### config.mk
export PLATFORM = sky130hd
export DESIGN_NAME = ising_step_scheduler
export DESIGN_NICKNAME = d
export VERILOG_FILES = /design/src/rtl/ising_pkg.sv /design/src/rtl/ising_pair_counter.sv /design/src/rtl/ising_step_scheduler.sv
export SDC_FILE = /design/constraint.sdc
export NUM_CORES = 1
export LEC_CHECK = 0
export CAP_MARGIN = 25
export CORE_MARGIN = 2
export CORE_UTILIZATION = 40
export DETAILED_ROUTE_END_ITERATION = 10
export SYNTH_ARGS = -nofsm -noshare
export SYNTH_HDL_FRONTEND = slang
export SYNTH_SLANG_ARGS = --single-unit
### constraint.sdc
create_clock -name clk -period 5.3 [get_ports clk]
set_clock_uncertainty 0.15 [all_clocks]
set_input_delay 1.06 -clock clk [delete_from_list [all_inputs] [get_ports clk]]
set_output_delay 1.06 -clock clk [all_outputs]
set_load 0.01 [all_outputs]
### src/rtl/ising_pkg.sv
// Shared types and helpers for the Ising step scheduler.
package ising_pkg;

    typedef enum logic [2:0] {
        IDLE    = 3'd0,
        INIT    = 3'd1,
        COMPUTE = 3'd2,
        UPDATE  = 3'd3,
        FINISH  = 3'd4
    } state_t;

    localparam int DEFAULT_N          = 16;
    localparam int DEFAULT_DATA_WIDTH = 32;
    localparam int DEFAULT_FRAC_BITS  = 16;

    // Operands arrive sign-extended to 64 bits; the result is clamped to a signed 'width'-bit range.
    function automatic logic signed [63:0] sat_add(
        input logic signed [63:0] a,
        input logic signed [63:0] b,
        input int unsigned        width
    );
        logic signed [63:0] sum;
        logic signed [63:0] max_v;
        logic signed [63:0] min_v;
        sum   = a + b;
        max_v = (64'sd1 <<< (width - 1)) - 64'sd1;
        min_v = -(64'sd1 <<< (width - 1));
        if (sum > max_v) begin
            return max_v;
        end else if (sum < min_v) begin
            return min_v;
        end else begin
            return sum;
        end
    endfunction

endpackage

### src/rtl/ising_pair_counter.sv
// Row-major (i,j) coupling-pair walker with first/last/wrap flags.
// ISING_SKIP_DIAG_EN removes the j==i pairs from every row.
module ising_pair_counter
    import ising_pkg::*;
#(
    parameter int N     = DEFAULT_N,
    parameter int IDX_W = $clog2(N)
) (
    input  logic             clk,
    input  logic             rst,
    input  logic             clear,
    input  logic             advance,
    output logic [IDX_W-1:0] pair_i,
    output logic [IDX_W-1:0] pair_j,
    output logic             first,
    output logic             last,
    output logic             last_pair
);

    localparam logic [IDX_W-1:0] MAX_IDX = IDX_W'(N - 1);
`ifdef ISING_SKIP_DIAG_EN
    localparam logic [IDX_W-1:0] ROW0_FIRST = IDX_W'(1);
`else
    localparam logic [IDX_W-1:0] ROW0_FIRST = '0;
`endif

    logic [IDX_W-1:0] next_i;
    logic [IDX_W-1:0] next_j;
    logic [IDX_W-1:0] row_first;
    logic [IDX_W-1:0] row_last;

    always_comb begin
        next_i = pair_i;
        if (last) begin
            next_i = last_pair ? '0 : pair_i + 1'b1;
        end
    end

    // Bounds of the row being entered; only the diagonal rows at the ends shift them.
`ifdef ISING_SKIP_DIAG_EN
    assign row_first = (next_i == '0) ? IDX_W'(1) : '0;
    assign row_last  = (next_i == MAX_IDX) ? IDX_W'(N - 2) : MAX_IDX;
`else
    assign row_first = '0;
    assign row_last  = MAX_IDX;
`endif

    always_comb begin
        next_j = pair_j + 1'b1;
        if (last) begin
            next_j = row_first;
        end
`ifdef ISING_SKIP_DIAG_EN
        else if (pair_j + 1'b1 == pair_i) begin
            next_j = pair_j + IDX_W'(2);
        end
`endif
    end

    always_ff @(posedge clk) begin
        if (rst) begin
            pair_i    <= '0;
            pair_j    <= '0;
            first     <= 1'b0;
            last      <= 1'b0;
            last_pair <= 1'b0;
        end else if (clear) begin
            pair_i    <= '0;
            pair_j    <= ROW0_FIRST;
            first     <= 1'b1;
            last      <= (ROW0_FIRST == MAX_IDX);
            last_pair <= 1'b0;
        end else if (advance) begin
            pair_i    <= next_i;
            pair_j    <= next_j;
            first     <= (next_j == row_first);
            last      <= (next_j == row_last);
            last_pair <= (next_j == row_last) && (next_i == MAX_IDX);
        end
    end

endmodule

### src/rtl/ising_step_scheduler.sv
// Sequencing controller for the oscillator Ising solver: INIT/COMPUTE/UPDATE loop plus time integration.
// Optional macro ISING_SKIP_DIAG_EN drops the diagonal coupling pairs (handled in ising_pair_counter).
module ising_step_scheduler
    import ising_pkg::*;
#(
    parameter int N          = DEFAULT_N,
    parameter int DATA_WIDTH = DEFAULT_DATA_WIDTH,
    parameter int FRAC_BITS  = DEFAULT_FRAC_BITS,
    parameter int IDX_W      = $clog2(N)
) (
    input  logic                  clk,
    input  logic                  rst,
    input  logic                  start,
    input  logic [DATA_WIDTH-1:0] stop_time,
    input  logic [DATA_WIDTH-1:0] delta_t,
    output logic                  init_valid,
    input  logic                  init_ready,
    output logic [IDX_W-1:0]      init_idx,
    output logic                  mac_valid,
    input  logic                  mac_ready,
    output logic [IDX_W-1:0]      mac_i,
    output logic [IDX_W-1:0]      mac_j,
    output logic                  mac_first,
    output logic                  mac_last,
    output logic                  upd_valid,
    input  logic                  upd_ready,
    output logic [IDX_W-1:0]      upd_idx,
    output logic                  busy,
    output logic                  done,
    output logic                  cfg_err,
    output logic [DATA_WIDTH-1:0] sim_time,
    output logic [15:0]           step_count
);

    if (N < 2 || N > 64 || (N & (N - 1)) != 0) begin : g_bad_n
        $error("ising_step_scheduler: N must be a power of two in 2..64");
    end
    if (FRAC_BITS >= DATA_WIDTH) begin : g_bad_frac
        $error("ising_step_scheduler: FRAC_BITS must be below DATA_WIDTH");
    end

    localparam logic [IDX_W-1:0] MAX_IDX = IDX_W'(N - 1);

    state_t                  state;
    logic signed [DATA_WIDTH-1:0] stop_q;
    logic signed [DATA_WIDTH-1:0] delta_q;
    logic signed [DATA_WIDTH-1:0] time_q;
    logic signed [DATA_WIDTH-1:0] new_time;
    logic [15:0]             steps_q;
    logic [IDX_W-1:0]        init_q;
    logic [IDX_W-1:0]        upd_q;
    logic                    init_v;
    logic                    mac_v;
    logic                    upd_v;
    logic                    busy_q;
    logic                    done_q;
    logic                    err_q;
    logic                    start_accept;
    logic                    mac_accept;
    logic                    pair_last;

    assign start_accept = (state == IDLE) && start;
    assign mac_accept   = (state == COMPUTE) && mac_v && mac_ready;
    assign new_time     = DATA_WIDTH'(sat_add(64'(time_q), 64'(delta_q), DATA_WIDTH));

    ising_pair_counter #(
        .N     (N),
        .IDX_W (IDX_W)
    ) u_pairs (
        .clk       (clk),
        .rst       (rst),
        .clear     (start_accept),
        .advance   (mac_accept),
        .pair_i    (mac_i),
        .pair_j    (mac_j),
        .first     (mac_first),
        .last      (mac_last),
        .last_pair (pair_last)
    );

    // Each state raises the next channel's valid on the same edge that retires the last beat, so no bubbles.
    always_ff @(posedge clk) begin
        if (rst) begin
            state   <= IDLE;
            stop_q  <= '0;
            delta_q <= '0;
            time_q  <= '0;
            steps_q <= '0;
            init_q  <= '0;
            upd_q   <= '0;
            init_v  <= 1'b0;
            mac_v   <= 1'b0;
            upd_v   <= 1'b0;
            busy_q  <= 1'b0;
            done_q  <= 1'b0;
            err_q   <= 1'b0;
        end else begin
            done_q <= 1'b0;
            case (state)
                IDLE: begin
                    if (start) begin
                        stop_q  <= stop_time;
                        delta_q <= delta_t;
                        time_q  <= '0;
                        steps_q <= '0;
                        err_q   <= 1'b0;
                        init_q  <= '0;
                        upd_q   <= '0;
                        init_v  <= 1'b1;
                        busy_q  <= 1'b1;
                        state   <= INIT;
                    end
                end
                INIT: begin
                    if (init_v && init_ready) begin
                        if (init_q == MAX_IDX) begin
                            init_v <= 1'b0;
                            init_q <= '0;
                            if (stop_q[DATA_WIDTH-1] || stop_q == '0) begin
                                done_q <= 1'b1;
                                state  <= FINISH;
                            end else if (delta_q[DATA_WIDTH-1] || delta_q == '0) begin
                                err_q  <= 1'b1;
                                done_q <= 1'b1;
                                state  <= FINISH;
                            end else begin
                                mac_v <= 1'b1;
                                state <= COMPUTE;
                            end
                        end else begin
                            init_q <= init_q + 1'b1;
                        end
                    end
                end
                COMPUTE: begin
                    if (mac_accept && pair_last) begin
                        mac_v <= 1'b0;
                        upd_v <= 1'b1;
                        upd_q <= '0;
                        state <= UPDATE;
                    end
                end
                UPDATE: begin
                    if (upd_v && upd_ready) begin
                        if (upd_q == MAX_IDX) begin
                            upd_v  <= 1'b0;
                            upd_q  <= '0;
                            time_q <= new_time;
                            if (steps_q != 16'hFFFF) begin
                                steps_q <= steps_q + 16'd1;
                            end
                            if (new_time >= stop_q) begin
                                done_q <= 1'b1;
                                state  <= FINISH;
                            end else begin
                                mac_v <= 1'b1;
                                state <= COMPUTE;
                            end
                        end else begin
                            upd_q <= upd_q + 1'b1;
                        end
                    end
                end
                FINISH: begin
                    busy_q <= 1'b0;
                    state  <= IDLE;
                end
                default: state <= IDLE;
            endcase
        end
    end

    assign init_valid = init_v;
    assign init_idx   = init_q;
    assign mac_valid  = mac_v;
    assign upd_valid  = upd_v;
    assign upd_idx    = upd_q;
    assign busy       = busy_q;
    assign done       = done_q;
    assign cfg_err    = err_q;
    assign sim_time   = time_q;
    assign step_count = steps_q;

endmodule

# [After elaboration in Yosys (flattened, before gate mapping)]
# Cells that the tools add are included.
[totals] inputBits=70 register_bits=140 output_inout_bits=72 wordCells=145
[classes] reduce_logical=32 add_sub_neg=6 n_lt_le_gt_ge=3 muxes=66 eq_ne=20
[ops] op="32-bit two-way mux" count=5
[ops] op="32-bit zero test" count=2
[ops] op="16-bit two-way mux" count=4
[ops] op="32-bit one-hot mux with 2 select lines" count=1
[ops] op="4-bit two-way mux" count=9
[ops] op="32-bit by 32-bit adder with 33-bit output" count=1
[ops] op="33-bit by 32-bit > comparator with 1-bit output (second input constant)" count=1
[ops] op="33-bit by 32-bit less-than comparator with 1-bit output (second input constant)" count=1
[ops] op="32-bit greater-or-equal comparator" count=1
[ops] op="16-bit one-hot mux with 2 select lines" count=1
[ops] op="1-bit two-way mux" count=28
[ops] op="3-bit two-way mux" count=9
[ops] op="2-bit inequality test (second input constant)" count=10
[ops] op="16-bit by 1-bit adder with 16-bit output (second input constant)" count=1
[ops] op="4-bit by 1-bit adder with 4-bit output (second input constant)" count=4
[ops] op="4-bit == test (second input constant)" count=4
[ops] op="16-bit inequality test (second input constant)" count=1
[ops] op="4-bit AND reduction" count=4
[ops] op="3-bit one-hot mux with 4 select lines" count=1
[ops] op="4-bit one-hot mux with 3 select lines" count=1
[ops] op="6-bit AND reduction" count=2
[ops] op="1-bit one-hot mux with 2 select lines" count=5
[ops] op="2-bit nonzero test" count=5
[ops] op="9-bit AND reduction" count=1
[ops] op="other kinds (15)" count=25

# [Depth between registers and ports, before layout]
# Gate-level depths: netlist of the first run.
[logic_depth] ltp_word=9 depth_mapped=21 depth_no_buf=20

# [Cells and area by module]
# Synthesis of the first run repeated with hierarchy kept, for this count alone.
[hier_totals] cells_unflattened=1087 hier_area_um2=8385.5
[modules_own_cells] mod="ising_step_scheduler" cells_each=1015 instances=1 area_per_inst_um2=7778.7 seq_area_each_um2=2582.5
[modules_own_cells] mod="ising_pair_counter" cells_each=72 instances=1 area_per_inst_um2=606.8 seq_area_each_um2=220.2

# [Worst setup path after synthesis of the first run]
# OpenSTA, ideal clock, no wires.
[synth_path] path_kind="register -> register" from="reg time_q[0] (netlist: sim_time[0])" to="reg state[1]" path_slack_ns=0.984 arrival_ns=4.108 stages_incl_launch_ff=22 n_path_buf=1 synth_period_minus_slack_ns=4.316 t_required_ns=5.091 setup_ns=0.059 cell_sequence="dfxtp_1 ha_1 inv_1 fa_1 nand2b_1 a21oi_1 o311ai_2 o21ai_1 nand3_1 a21oi_2 a21oi_1 buf_2 nand2_1 ha_1 a21o_1 a21o_1 a221oi_1 o211ai_1 a21oi_1 mux2_2 nand3_1 o221a_2"
[synth_via] elab_chain_len=9 elab_cells_between_ends=10 classes_between="add/sub (1); order compare (3); mux (6)"
[synth_lines] element="start, declared" line="ising_step_scheduler.sv:47" rtl="logic signed [DATA_WIDTH-1:0] time_q;"
[synth_lines] element="start signal, assigned" line="ising_step_scheduler.sv:148" rtl="time_q <= new_time;"
[synth_lines] element="32-bit by 32-bit adder with 33-bit output *" line="ising_pkg.sv:25" rtl="sum = a + b;"
[synth_lines] element="33-bit by 32-bit less-than comparator with 1-bit output" line="ising_pkg.sv:30" rtl="end else if (sum < min_v) begin"
[synth_lines] element="32-bit two-way mux" line="ising_pkg.sv:30"
[synth_lines] element="32-bit two-way mux *" line="ising_pkg.sv:28" rtl="if (sum > max_v) begin"
[synth_lines] element="32-bit greater-or-equal comparator *" line="ising_step_scheduler.sv:152" rtl="if (new_time >= stop_q) begin"
[synth_lines] element="3-bit two-way mux *" line="ising_step_scheduler.sv:152"
[synth_lines] element="3-bit two-way mux *" line="ising_step_scheduler.sv:145" rtl="if (upd_q == MAX_IDX) begin"
[synth_lines] element="3-bit two-way mux *" line="ising_step_scheduler.sv:144" rtl="if (upd_v && upd_ready) begin"
[synth_lines] element="3-bit one-hot mux with 4 select lines *" line="ising_step_scheduler.sv:99" rtl="case (state)"
[synth_lines] element="end signal, assigned" line="ising_step_scheduler.sv:111" rtl="state <= INIT;"
[synth_lines] element="end signal, assigned" line="ising_step_scheduler.sv:154" rtl="state <= FINISH;"
[synth_lines] element="end signal, assigned" line="ising_step_scheduler.sv:157" rtl="state <= COMPUTE;"
[synth_lines] element="end, declared" line="ising_step_scheduler.sv:44" rtl="state_t state;"
# Mark *: on every way between the ends. The rest lies on a longest branch, timed or not. The select of a mux whose other input is x is not followed.
# A chain may end at the register's enable or synchronous reset.

# [Final worst setup path of the first run]
[layout_path] from="reg delta_q[0]" to="reg state[1]"
[layout_via] elab_chain_len=9 elab_cells_between_ends=16 classes_between="add/sub (1); order compare (3); mux (10); reduce/logical (2)"
[layout_lines] element="start, declared" line="ising_step_scheduler.sv:46" rtl="logic signed [DATA_WIDTH-1:0] delta_q;"
[layout_lines] element="start signal, assigned" line="ising_step_scheduler.sv:103" rtl="delta_q <= delta_t;"
[layout_lines] element="32-bit by 32-bit adder with 33-bit output" line="ising_pkg.sv:25"
[layout_lines] element="33-bit by 32-bit less-than comparator with 1-bit output" line="ising_pkg.sv:30"
[layout_lines] element="32-bit two-way mux" line="ising_pkg.sv:30"
[layout_lines] element="32-bit two-way mux" line="ising_pkg.sv:28"
[layout_lines] element="32-bit greater-or-equal comparator" line="ising_step_scheduler.sv:152"
[layout_lines] element="3-bit two-way mux" line="ising_step_scheduler.sv:152"
[layout_lines] element="3-bit two-way mux" line="ising_step_scheduler.sv:145"
[layout_lines] element="3-bit two-way mux" line="ising_step_scheduler.sv:144"
[layout_lines] element="3-bit one-hot mux with 4 select lines *" line="ising_step_scheduler.sv:99"
# Marks and branches as above.

==> results of run 1 <==
==> state kept, by name, indices dropped and copies added (netlist names) <==
name	count
delta_q	32
sim_time	32
stop_q	32
step_count	16
init_idx	4
u_pairs.pair_i	4
u_pairs.pair_j	4
upd_idx	4
state	3
busy	1
cfg_err	1
done	1
init_valid	1
mac_valid	1
u_pairs.first	1
u_pairs.last	1
u_pairs.last_pair	1
upd_valid	1
==> final cells by class <==
cell class	count	area share (%)
inverter	49	1.71
tap	275	3.19
sequential	140	26.0
multi-input combinational	878	49.9
clock inverter	13	1.42
timing repair buffer	148	13.6
clock buffer	19	4.20
==> stage by stage <==
step	utilization, %	power [mW]
6_report	51.3	3.08
5_1_grt	51.3	3.25
4_1_cts	51.1	3.10
3_5_place_dp	48.2	1.87
3_3_place_gp	48.2	1.87
2_1_floorplan	-	1.64
==> layout by cell type, fill, tap and decap left out, types with 13 or more instances in the layout <==
| cell | netlist | final |
|---|---|---|
| clkbuf_16 | 0 | 17 |
| ha_1 | 69 | 69 |
| and3_1 | 14 | 14 |
| dfxtp_1 | 140 | 140 |
| nor3_1 | 15 | 15 |
| nor4_1 | 23 | 23 |
| nand4_1 | 20 | 20 |
| nand2_1 | 227 | 226 |
| nor2_1 | 66 | 65 |
| o211ai_1 | 41 | 41 |
| o21ai_0 | 50 | 50 |
| clkdlybuf4s50_1 | 0 | 140 |
| inv_1 | 49 | 49 |
| a21oi_1 | 149 | 148 |
| xor2_1 | 17 | 17 |
| nand3_1 | 29 | 29 |
| xnor2_1 | 24 | 24 |
| a21o_1 | 13 | 13 |
==> cell families after synthesis <==
| logic type | after synthesis |
|---|---|
| AOI/OAI and AO/OA | 320 |
| buffers and inverters | 109 |
| DFF | 140 |
| adders and majority gates | 70 |
| muxes | 5 |
| and+or+nand+nor | 442 |
| xor gates and xnor gates | 41 |
==> power groups by stage <==
stage	Clock [mW]	Sequential, mW	Combinational, mW
after floorplan	0	1.19	0.453
after global placement	0	1.21	0.654
after detailed placement	0	1.21	0.658
after CTS	1.25	1.19	0.661
after global routing	1.30	1.20	0.747
final	1.22	1.19	0.662
==> worst min-delay path, delay by kind of cell, from the launching register on <==
kind | cells | cell delay [ps]
flops | 1 | 320
compound gates | 1 | 50
simple gates | 1 | 60
==> how the worst min path moves through the flow <==
stage                           start          end  slack (ps)  depth (start not counted)
after floorplan            stop_q[28]   stop_q[28]         300                          2
after global placement     stop_q[27]   stop_q[27]         310                          2
after detailed placement   stop_q[24]   stop_q[24]         320                          2
after CTS                  stop_q[24]   stop_q[24]         330                          2
after global routing      delta_q[28]  delta_q[28]         350                          2
final                      stop_q[17]   stop_q[17]         320                          2
==> routing by layer <==
metal	vias up	part of all wire, %	track usage (%)
li1	4230	-	-
met1	3859	48	30.9
met2	191	46	35.4
met3	38	4.8	4.82
met4	0	1.8	6.27
met5	-	0	0
==> timing repair <==
item,CTS,global route
hold buffers,0,0
gates resized for setup,0,3
setup endpoints to repair,0,4
==> out/summary.txt, run 1 <==
=================================================================================
Type of the tightest min-delay check                                   reg -> reg
Io pins                                                                       142
Reg-to-reg endpoint                                                      state[1]
Max Freq                                                                  204 MHz
Dominant cell type by area after synthesis                                dfxtp_1
Wire length of the first global-routing pass                              40.1 mm
Time the worst path needs with I/O delays and setup                       4910 ps
Async S/R FF share, synth                                                      0%
Number of nets still failing antenna checks after routing                       0
Beginning of the critical path                                         delta_q[0]
Number of violations of the max-capacitance limit                               0
Count of TritonRoute iterations in the first routing pass                       5
Setup Crit Path Kind                                                   reg -> reg
Worst Setup Slack, final                                                   390 ps
Unrepaired setup endpoints after global routing                                no
Synth Area in Compound Gates                                                23.4%
CP delay by family, top                                              compound AO/OA/AOI/OAI gates
Fraction of the mapped netlist area in adder cells                          10.3%
Cell occurring most often along the worst timing path                     a21oi_1
Multi-input gate area in the final layout                              5370 sq um
Delay of the slowest cell on the worst path                                400 ps
Setup slack of the most critical reg-to-reg path                           390 ps
FF+latch count, synth                                                         140
Register clock-pin slew on the reported worst setup and hold paths          70 ps
Number of CTS-inserted buffers                                                 17
Total DRC errors in the routed layout                                           0
Cell internal power dissipation                                           2.11 mW
Number of I/O port buffers                                                    141
Final wirelength                                                          25.0 mm
Total number of H-tree levels                                                   4
Combinational power share                                                   21.5%
Final layout net count                                                       1374
Proportion of layout cells with a drive suffix above 1                      5.85%
Sequential fraction of design power                                         38.7%
Combinational family with the most area after synthesis              simple AND/OR/NAND/NOR gates
Type of destination of the critical path                                flip-flop
Cell with the largest stage delay on the worst path                          fa_1
Synthesized area                                                       8580 sq um
Antenna violations before repair                                                0
CP required                                                               5520 ps
Clock sink count                                                              140
Final Wtd Congestion                                                        0.917
Area contributors post-synth                                         dfxtp_1, ha_1, nand2_1
WP buf/inv                                                                      2
Clock Path Buffers                                                              2
Number of enable-type register cells in the synthesized netlist                 0
Worst IR drop on VDD                                                       222 uV
Total stage count of the critical path                                         21
Post-placement cell count                                                    1489
Number of slew-limit violations in the final report                             0
TritonCTS clock tree                                                         done
Routed len/inst                                                      16.4 microns
Largest net degree at the start of global routing                              68
Synthesized-area fraction occupied by and/or/nand/nor cells                 23.7%
Post-synthesis mux area share                                              0.612%
Leak                                                                      4.09 nW
Peak fanout along the critical path                                            20
Effective utilization at floorplan                                          40.8%
Syn nets                                                                     1267
Area of the placeable core                                            21000 sq um
Post-CTS Setup Inserts                                                          0
Category of the worst setup path launch point                           flip-flop
Final setup vio count                                                           0
Width of the die                                                      150 microns
R2r startpoint                                                         delta_q[0]
Number of distinct library cells after synthesis                               79
Die span in y                                                         150 microns
Cell with the most instances after synthesis                              nand2_1
Number of non-filler instances in the completed layout                       1522
Top-area cell type share of the netlist area                                32.6%
Total of fill cells in the finished design                                   2063
Iteration-0 DRC Markers                                                       468
Data arrival time of the worst path                                       5130 ps
Sequential area share after synthesis                                       32.6%
Area of all placed cells without fillers                              10800 sq um
Xor/xnor share of the synthesized area                                      4.18%
Number of antenna cells inserted                                                0
Worst setup slack before clock tree synthesis                              230 ps
Final hold slack                                                           323 ps
Mapped Avg Cell Area                                                   7.62 sq um
Placed wire-length estimate                                               18.8 mm
Sequential cell area                                                   2800 sq um
Clock group share of total power                                            39.8%
Measured slew at the worst slew-check pin                                 1020 ps
Critical Path, Cell by Cell                                          ha_1 > inv_1 > fa_1 > nand2b_1 > a21oi_1 > o311ai_2 > o21ai_2 > nand3_1 > a21oi_2 > a21oi_2 > buf_4 > o21ai_0 > ha_1 > a21oi_1 > o211ai_1 > a211oi_1 > o21ai_0 > a21oi_1 > mux2_2 > nand3_1 > o221a_2
Switching portion of total power                                            31.3%
Critical Path End                                                        state[1]
Layout area overhead                                                        25.5%
Vias in the first global route                                               7759
Status                                                                  completed
Post-route clock period utilization                                         92.6%
Die footprint                                                         22600 sq um
Synth warnings                                                                  0
Sum of negative setup slack                                                  0 ps
Psw                                                                        962 uW
Final hold violations                                                           0
Clock latency reported for the late side of the worst-skew pair            430 ps
Library cell used as clock root buffer                                  clkbuf_16
Power per Cell Area                                                   286 nW/um^2
Combined global-route utilization of all metal layers                       22.4%
Number of placement rows                                                       53
Depth of the most critical reg-to-reg path                                     21
Total gr overflow                                                               0
Total placed instance area                                            10100 sq um
Most numerous cell types in the synthesized netlist                  nand2_1, a21oi_1, dfxtp_1
Routed via count                                                             8318
Most used DFF post-synth                                                  dfxtp_1
Post-Synthesis Cells                                                         1127
Worst slew margin relative to its limit                                     32.1%
Average via count per standard cell                                          5.47
=================================================================================
Note: power is estimated with default switching activity, not from simulation.
==> inputs of run 2 (changes only) <==
--- a/config.mk
+++ b/config.mk
@@ -9,6 +9,7 @@
 export CORE_MARGIN = 2
 export CORE_UTILIZATION = 40
 export DETAILED_ROUTE_END_ITERATION = 10
+export GPL_ROUTABILITY_DRIVEN = 1
 export SYNTH_ARGS = -nofsm -noshare
 export SYNTH_HDL_FRONTEND = slang
 export SYNTH_SLANG_ARGS = --single-unit
==> results of run 2 <==
Same layout as run 1: the final DEF is identical, and so are final timing and power.
==> inputs of run 3 (changes only) <==
--- a/config.mk
+++ b/config.mk
@@ -7,9 +7,10 @@
 export LEC_CHECK = 0
 export CAP_MARGIN = 25
 export CORE_MARGIN = 2
-export CORE_UTILIZATION = 40
+export CORE_UTILIZATION = 54
 export DETAILED_ROUTE_END_ITERATION = 10
 export GPL_ROUTABILITY_DRIVEN = 1
+export PLACE_DENSITY = 0.81
 export SYNTH_ARGS = -nofsm -noshare
 export SYNTH_HDL_FRONTEND = slang
 export SYNTH_SLANG_ARGS = --single-unit
==> out/summary.txt, run 3 (synthesis results as in run 1) <==
=================================================================================
Data arrival time of the worst path                                       5060 ps   was 5130 ps
WP buf/inv                                                                      1   was 2
Layout area overhead                                                        24.6%   was 25.5%
Peak fanout along the critical path                                            20   unchanged
Type of destination of the critical path                                flip-flop   unchanged
Post-route clock period utilization                                         92.0%   was 92.6%
Proportion of layout cells with a drive suffix above 1                      5.63%   was 5.85%
Leak                                                                      4.08 nW   was 4.09 nW
Status                                                                  completed   unchanged
Hold Buf Count CTS                                                              0   unchanged
Worst IR drop on VDD                                                       246 uV   was 222 uV
Power, Total                                                              3.09 mW   was 3.08 mW
Delay of the slowest cell on the worst path                                440 ps   was 400 ps
Unrepaired setup endpoints after global routing                                no   unchanged
Measured slew at the worst slew-check pin                                  968 ps   was 1020 ps
Cell internal power dissipation                                           2.07 mW   was 2.11 mW
Iteration-0 DRC Markers                                                       719   was 468
Power per Cell Area                                                   288 nW/um^2   was 286 nW/um^2
Category of the worst setup path launch point                           flip-flop   unchanged
Effective utilization at floorplan                                          54.6%   was 40.8%
Number of nets still failing antenna checks after routing                       0   unchanged
Psw                                                                       1.02 mW   was 962 uW
Most frequent cells in the layout                                    nand2_1, a21oi_1, dfxtp_1, clkdlybuf4s50_1, ha_1   unchanged
Placed wire-length estimate                                               17.5 mm   was 18.8 mm
Routed via count                                                             8479   was 8318
Total DRC errors in the routed layout                                           0   unchanged
CP required                                                               5480 ps   was 5520 ps
Post-placement cell count                                                    1428   was 1489
Clock Path Buffers                                                              2   unchanged
Most common library cell in the layout ignoring fill and taps             nand2_1   unchanged
Combined global-route utilization of all metal layers                       28.6%   was 22.4%
Number of slew-limit violations in the final report                             0   unchanged
Number of antenna cells inserted                                                0   unchanged
Library cell used as clock root buffer                                  clkbuf_16   unchanged
Cell occurring most often along the worst timing path                    o211ai_1   was a21oi_1
Area of the placeable core                                            15700 sq um   was 21000 sq um
Setup Crit Path Kind                                                   reg -> reg   unchanged
Antenna violations before repair                                                1   was 0
Final wirelength                                                          23.9 mm   was 25.0 mm
CP delay by family, top                                              compound AO/OA/AOI/OAI gates   unchanged
Final hold violations                                                           0   unchanged
Average via count per standard cell                                          5.81   was 5.47
Largest net degree at the start of global routing                              54   was 68
Final setup vio count                                                           0   unchanged
Io pins                                                                       142   unchanged
Number of CTS-inserted buffers                                                 17   unchanged
TritonCTS clock tree                                                         done   unchanged
Clock group share of total power                                            40.0%   was 39.8%
Core utilization of the finished layout                                     68.1%   was 51.3%
Final layout net count                                                       1371   was 1374
Number of violations of the max-capacitance limit                               0   unchanged
Cell with the largest stage delay on the worst path                       dfxtp_1   was fa_1
Switching portion of total power                                            33.0%   was 31.3%
Post-CTS Setup Inserts                                                          0   unchanged
Combinational power share                                                   21.4%   was 21.5%
Worst slew margin relative to its limit                                     35.5%   was 32.1%
Wire length of the first global-routing pass                              38.1 mm   was 40.1 mm
Sum of negative setup slack                                                  0 ps   unchanged
Total number of H-tree levels                                                   4   unchanged
Final Wtd Congestion                                                        0.970   was 0.917
Routed len/inst                                                      16.4 microns   about the same
Number of placement rows                                                       46   was 53
Vias in the first global route                                               7769   was 7759
Total gr overflow                                                               0   unchanged
Count of TritonRoute iterations in the first routing pass                       5   unchanged
Max Freq                                                                  205 MHz   was 204 MHz
Sequential fraction of design power                                         38.6%   was 38.7%
Number of non-filler instances in the completed layout                       1460   was 1522
Width of the die                                                      130 microns   was 150 microns
Number of I/O port buffers                                                    141   unchanged
Die span in y                                                         130 microns   was 150 microns
Worst Setup Slack, final                                                   422 ps   was 390 ps
Worst setup slack before clock tree synthesis                              246 ps   was 230 ps
Type of the tightest min-delay check                                   reg -> reg   unchanged
Die footprint                                                         16900 sq um   was 22600 sq um
PostCTS Resize Cnt                                                              0   unchanged
Time the worst path needs with I/O delays and setup                       4880 ps   was 4910 ps
Register clock-pin slew on the reported worst setup and hold paths          70 ps   about the same
Clock latency reported for the late side of the worst-skew pair            440 ps   was 430 ps
Clock sink count                                                              140   unchanged
Critical Path, Cell by Cell                                          ha_1 > a211oi_1 > o211ai_1 > nand3_1 > nand2_1 > o211ai_1 > a21oi_1 > a21oi_4 > buf_4 > o21ai_0 > ha_1 > nand4_1 > nor4_1 > o21ai_0 > o211ai_1 > a21oi_1 > mux2_2 > nand3_1 > o221a_2   was ha_1 > inv_1 > fa_1 > nand2b_1 > a21oi_1 > o311ai_2 > o21ai_2 > nand3_1 > a21oi_2 > a21oi_2 > buf_4 > o21ai_0 > ha_1 > a21oi_1 > o211ai_1 > a211oi_1 > o21ai_0 > a21oi_1 > mux2_2 > nand3_1 > o221a_2
=================================================================================
run 3: layout make-up:
type / count / area [sq um]
Clock buffer: 17 / 425
Tap cell: 216 / 270
Timing Repair Buffer: 145 / 1440
Clock inverter: 15 / 195
Inverter: 49 / 184
Sequential cell: 140 / 2800
Multi-Input combinational cell: 878 / 5390
Fill cell: 1305 / 5010
run 3: power groups by stage:
| stage | logic (mW) | clock network [mW] | registers [mW] |
|---|---|---|---|
| after floorplan | 0.453 | 0 | 1.19 |
| after detailed placement | 0.650 | 0 | 1.21 |
| final | 0.659 | 1.24 | 1.19 |
| after global routing | 0.738 | 1.29 | 1.20 |
| after CTS | 0.655 | 1.25 | 1.19 |
| after global placement | 0.635 | 0 | 1.21 |
run 3: worst register-to-register path: cells and delay by family, from the launching register on:
family,cells,cell delay [ps]
buffers and inverters,1,270
flip-flops,1,440
multiplexers,1,240
AND/OR/NAND/NOR,5,690
adder cells (fa/ha/maj),2,640
AO/OA/AOI/OAI,10,2330
run 3: final timing paths:
check / from / to / slack (ps) / depth (start not counted)
worst max-delay path: delta_q[1] / state[1] / 420 / 19
worst max register to register: delta_q[1] / state[1] / 420 / 19
worst min register to register: stop_q[19] / stop_q[19] / 330 / 2
worst min-delay path: stop_q[19] / stop_q[19] / 330 / 2
run 3: stage by stage:
stage	hold slack, ps	cell area, sq um
after CTS	328	10700
final	328	10700
after global placement	309	10000
after floorplan	299	8580
after detailed placement	315	10000
after global routing	351	10700
run 3: layer usage:
layer | GRT usage [%] | vias to the layer above | wire length, microns
met5 | 0 | - | 13
met4 | 8.73 | 2 | 350
met3 | 6.89 | 29 | 1720
met2 | 47.2 | 298 | 11500
met1 | 37.1 | 3920 | 10400
li1 | - | 4230 | -
